## src/rtl/pushdly_cal.sv

```systemverilog
// pushdly_cal: loop-back latency calibrator for the push delay line; measures echo latency and derives DELAY.
// Optional PUSHDLY_CAL_AVG_EN averages four back-to-back passes per START.
module pushdly_cal #(
  parameter int MAXCNT = 63,
  parameter int QUIET  = 4
) (
  input  logic       clk,
  input  logic       rst_b,
  input  logic       start,
  input  logic [5:0] target,
  input  logic       echo,
  output logic       pulse,
  output logic       busy,
  output logic       done,
  output logic       timeout,
  output logic [5:0] meas,
  output logic [4:0] delay
);
  typedef enum logic [2:0] {S_IDLE, S_QUIET, S_FIRE, S_WAIT, S_FINISH} state_t;
  localparam logic [3:0] QLIM = 4'(QUIET);
  localparam logic [5:0] WLIM = 6'(MAXCNT);
  state_t state, state_n;
  logic [3:0] qcnt, qcnt_n;
  logic [5:0] wcnt, wcnt_n;
  logic timeout_n;
  logic [5:0] meas_n;
  logic [4:0] delay_n;
  logic signed [6:0] diff;
`ifdef PUSHDLY_CAL_AVG_EN
  logic [1:0] pass, pass_n;
  logic [7:0] sum, sum_n, rnd;
`endif
  assign diff = $signed({1'b0, target}) - $signed({1'b0, meas});
  always_comb begin
    state_n = state;
    qcnt_n = qcnt;
    wcnt_n = wcnt;
    timeout_n = timeout;
    meas_n = meas;
    delay_n = delay;
`ifdef PUSHDLY_CAL_AVG_EN
    pass_n = pass;
    sum_n = sum;
    rnd = '0;
`endif
    case (state)
      S_IDLE: if (start) begin
        state_n = S_QUIET;
        qcnt_n = '0;
        wcnt_n = '0;
        timeout_n = 1'b0;
`ifdef PUSHDLY_CAL_AVG_EN
        pass_n = '0;
        sum_n = '0;
`endif
      end
      S_QUIET: begin
        qcnt_n = echo ? 4'd0 : qcnt + 4'd1;
        wcnt_n = wcnt + 6'd1;
        if (!echo && qcnt + 4'd1 == QLIM) state_n = S_FIRE;
        else if (wcnt + 6'd1 == WLIM) begin
          timeout_n = 1'b1;
          meas_n = '0;
          state_n = S_FINISH;
        end
      end
      S_FIRE: begin
        wcnt_n = 6'd1;
        state_n = S_WAIT;
      end
      S_WAIT: begin
        if (echo) begin
`ifdef PUSHDLY_CAL_AVG_EN
          sum_n = sum + {2'b00, wcnt};
          rnd = sum_n + 8'd2;
          if (pass == 2'd3) begin
            meas_n = rnd[7:2];
            state_n = S_FINISH;
          end else begin
            pass_n = pass + 2'd1;
            qcnt_n = '0;
            wcnt_n = '0;
            state_n = S_QUIET;
          end
`else
          meas_n = wcnt;
          state_n = S_FINISH;
`endif
        end else if (wcnt == WLIM) begin
          timeout_n = 1'b1;
          meas_n = '0;
          state_n = S_FINISH;
        end else wcnt_n = wcnt + 6'd1;
      end
      S_FINISH: begin
        if (!timeout) delay_n = diff[6] ? 5'd0 : diff > 7'sd31 ? 5'd31 : diff[4:0];
        state_n = S_IDLE;
      end
      default: state_n = S_IDLE;
    endcase
  end
  always_ff @(posedge clk) begin
    if (!rst_b) begin
      state <= S_IDLE;
      qcnt <= '0;
      wcnt <= '0;
      pulse <= 1'b0;
      busy <= 1'b0;
      done <= 1'b0;
      timeout <= 1'b0;
      meas <= '0;
      delay <= '0;
`ifdef PUSHDLY_CAL_AVG_EN
      pass <= '0;
      sum <= '0;
`endif
    end else begin
      state <= state_n;
      qcnt <= qcnt_n;
      wcnt <= wcnt_n;
      pulse <= state_n == S_FIRE;
      busy <= state_n != S_IDLE;
      done <= state_n == S_FINISH;
      timeout <= timeout_n;
      meas <= meas_n;
      delay <= delay_n;
`ifdef PUSHDLY_CAL_AVG_EN
      pass <= pass_n;
      sum <= sum_n;
`endif
    end
  end
endmodule

```

## config.mk

```make
export PLATFORM = sky130hd
export DESIGN_NAME = pushdly_cal
export DESIGN_NICKNAME = d
export VERILOG_FILES = /design/src/rtl/pushdly_cal.sv
export SDC_FILE = /design/constraint.sdc
export NUM_CORES = 1
export LEC_CHECK = 0
export ABC_AREA = 1
export CAP_MARGIN = 5
export CORE_MARGIN = 2
export CORE_UTILIZATION = 35
export CTS_BUF_LIST = sky130_fd_sc_hd__clkbuf_4 sky130_fd_sc_hd__clkbuf_8 sky130_fd_sc_hd__clkbuf_16
export CTS_CLUSTER_SIZE = 28
export DETAILED_ROUTE_END_ITERATION = 6
export GPL_TIMING_DRIVEN = 0
export PLACE_DENSITY = 0.61
export SYNTH_ARGS = -nofsm -noshare
export SYNTH_HDL_FRONTEND = slang
export SYNTH_SLANG_ARGS = --single-unit
```

## constraint.sdc

```tcl
create_clock -name clk -period 3.5 [get_ports clk]
set_clock_uncertainty 0.15 [all_clocks]
set_input_delay 0.35 -clock clk [delete_from_list [all_inputs] [get_ports clk]]
set_output_delay 0.35 -clock clk [all_outputs]
set_load 0.005 [all_outputs]
```

==> results.json <==
{
  "use_met3_pct": 2.08,
  "synth.distinct_cells": 24,
  "worst_slew_pin_slew_ns": 0.478,
  "grt_usage_pct": 14.1,
  "setup_ws_ns": 1.57,
  "drtPass1Iterations": 4,
  "synth_fa_ha_area_share_pct": 8.07,
  "slew_headroom_pct": 68.2,
  "netlist_top_cells_area": "dfxtp_1 34%, nand2_1 16%, inv_1 9.1%",
  "gp_congestion": 0.822,
  "tns_ns": 0,
  "multi_input_area_um2": 903,
  "core_um2": 4440,
  "die_w_um": 72.5,
  "grt_max_degree": 17,
  "die_y_um": 72.5,
  "synth-compound-area-share_pct": 10.7,
  "drc": 0,
  "dieArea_um2": 5260,
  "hold_viol_final": 0,
  "postCtsResizedCells": 0,
  "synthMuxAreaShare_pct": 0,
  "syn_to_final_growth_pct": 22.3,
  "crit_end": "delay[2]$_SDFFE_PN0P_",
  "htreeDepth": 1,
  "startpoint": "target[2]",
  "powerDensity_nw_per_um2": 362,
  "wl_per_cell_um": 10.3,
  "synth_top_area_share_pct": 34.1,
  "clkLatencyLatePin_ns": 0.28,
  "hold_buffers": 0,
  "clockBufferDepth": 2,
  "critPathKind": "in -> reg",
  "synth_top_flop_cell": "dfxtp_1",
  "post-cts-setup-buffers": 0,
  "yosys.area_share.simple_pct": 34.0,
  "post-route-min-period_ns": 1.93,
  "critPathCaptureType": "flop",
  "cts_tree": "yes",
  "fin_hold_ws_ns": 0.256,
  "syn-cell-area_um2": 1640,
  "initial_utilization_pct": 37.0,
  "rr_worst_depth": 10,
  "ys_warn_count": 0,
  "drt_wl_total_mm": 3.35,
  "ys_ff_latch": 28,
  "synth.largest_area_cell": "dfxtp_1",
  "gr-total-overflow": 0,
  "leakage_uw": 0.000918,
  "max_cap_violations": 0,
  "drt_iter0_drc": 52,
  "numCtsBuffers": 3,
  "synth_commonest_cells": "69 x nand2_1, 40 x inv_1, 28 x dfxtp_1, 24 x nand3_1, 20 x nor2_1",
  "synth_top_family_by_area": "simple AND/OR/NAND/NOR gates",
  "fin_area_um2": 2010,
  "final_max_slew_viol_count": 0,
  "cp.required_ns": 3.57,
  "fill_cells": 475,
  "cts.clk_slew.worst_paths_ns": 0.10,
  "grt_pass1_vias": 1375,
  "syn_inst": 246,
  "grt_pass1_wl_mm": 5.99,
  "dp_hpwl_mm": 2.65,
  "use_met2_pct": 24.1,
  "use_met1_pct": 17.8,
  "critPathMaxFanout": 7,
  "syn_nets": 266,
  "synth_most_common_cell": "nand2_1",
  "min_path_type": "in -> reg",
  "drive_above_1_share_pct": 7.33,
  "status": "finished, final reports clean",
  "fin_util_pct": 45.2,
  "clockRootBuffer": "clkbuf_8",
  "start_kind": "primary input",
  "ir_drop_mv": 0.147,
  "arrival_ns": 2.00,
  "clkSinkCount": 28,
  "fp-row-count": 24,
  "setup_violations": 0,
  "rrSetupSlack_ns": 1.64,
  "regArea_um2": 561,
  "period_share_pct": 55.2,
  "ios": 25,
  "fmax_mhz": 518,
  "viasPerCell": 4.74,
  "antenna_found_initial": 0,
  "dpl_worst_slack_ns": 1.27,
  "synth_edf_count": 0,
  "rsz0062_at_grt": "no",
  "ys_seq_area_share_pct": 34.1,
  "r2r-end": "delay[2]$_SDFFE_PN0P_",
  "fin_nets": 294,
  "grt_busiest_layer": "met2",
  "place_area_um2": 1940,
  "port_buffers": 23,
  "vias": 1541,
  "synth_area_per_cell_um2": 6.68,
  "synth_async_sr_flop_share_pct": 0,
  "diodes": 0,
  "synth_xor_area_share_pct": 2.13,
  "ant_nets": 0,
  "regToRegStartpoint": "meas[2]$_SDFFE_PN0P_"
}
-- where the power goes --
group	leakage (uW)	switching (uW)	internal (uW)
Combinational	0.000654	71.6	52.4
Sequential	0.000228	13.0	332
Clock	0.0000357	106	153
Total	0.000918	191	538
-- through the flow --
step                      total power, uW  instances
after floorplan                       435        246
after global placement                478        321
after detailed placement              478        321
after CTS                             732        325
after global routing                  764        325
final                                 729        325
-- cell type report --
class,count,share of cell area (%)
buffer,5,1.49
multi-input combinational,173,44.9
inverter,40,7.47
clock buffer,3,2.05
tap,52,3.24
timing repair buffer,23,11.4
sequential,28,27.9
clock inverter,1,1.49
-- registers in the layout (all words and copies together), names as in the netlist --
signal   flops
meas         6
wcnt         6
delay        5
qcnt         4
state        3
busy         1
done         1
pulse        1
timeout      1
-- critical path, stage by stage --
cell and delay [ns]:
clkdlybuf4s50_1 0.40, ha_1 0.28, buf_2 0.16, nand2_1 0.07, inv_1 0.03, o21ai_1 0.15, nand4_1 0.22, nand3_1 0.14
nand2_1 0.07, a21oi_1 0.12
-- layer usage --
metal,part of all wire [%],wire length [um],vias to the layer above
met1,49,1650,684
met3,2.2,75,5
met5,0,0,-
li1,-,-,836
met2,47,1570,16
met4,1.6,53,0
-- logic make-up (layout without fill, tap and decap cells) --
logic type | count (synthesis) | after routing
simple gates | 127 | 127
compound gates | 32 | 32
xor+xnor | 4 | 4
flops | 28 | 28
fa+ha+maj | 10 | 10
buf+inv | 45 | 72
-- placed cells by master, fill, tap and decap left out --
cell             synthesis  routed
nand4_1                  4       4
bufinv_16                0       1
inv_1                   40      40
nand3_2                  2       2
nor2_2                   4       4
o21ai_1                  4       4
buf_6                    1       1
nor2_1                  20      20
nand3_4                  1       1
a21oi_2                  2       2
dfxtp_1                 28      28
a31oi_1                  1       1
nand3_1                 24      24
xor2_1                   1       1
o21ai_0                  5       5
a211oi_2                 1       1
buf_2                    3       3
nand2_2                  2       2
xnor2_1                  3       3
ha_1                     9       9
nor3_1                   1       1
a21oi_1                 19      19
clkdlybuf4s50_1          0      23
fa_1                     1       1
clkbuf_8                 0       3
nand2_1                 69      69
clkbuf_1                 1       1
-- how the worst min path moves through the flow --
stage,start,endpoint,slack [ns],cells past startpoint
after detailed placement,delay[3]$_SDFFE_PN0P_,delay[3]$_SDFFE_PN0P_,0.31,2
after CTS,rst_b,wcnt[2]$_SDFFE_PN0P_,0.26,3
after global routing,rst_b,wcnt[3]$_SDFFE_PN0P_,0.27,3
after floorplan,qcnt[0]$_SDFFE_PN0P_,qcnt[0]$_SDFFE_PN0P_,0.30,1
after global placement,delay[1]$_SDFFE_PN0P_,delay[1]$_SDFFE_PN0P_,0.30,2
final,rst_b,wcnt[2]$_SDFFE_PN0P_,0.26,3
(Power assumes the default switching activity.)
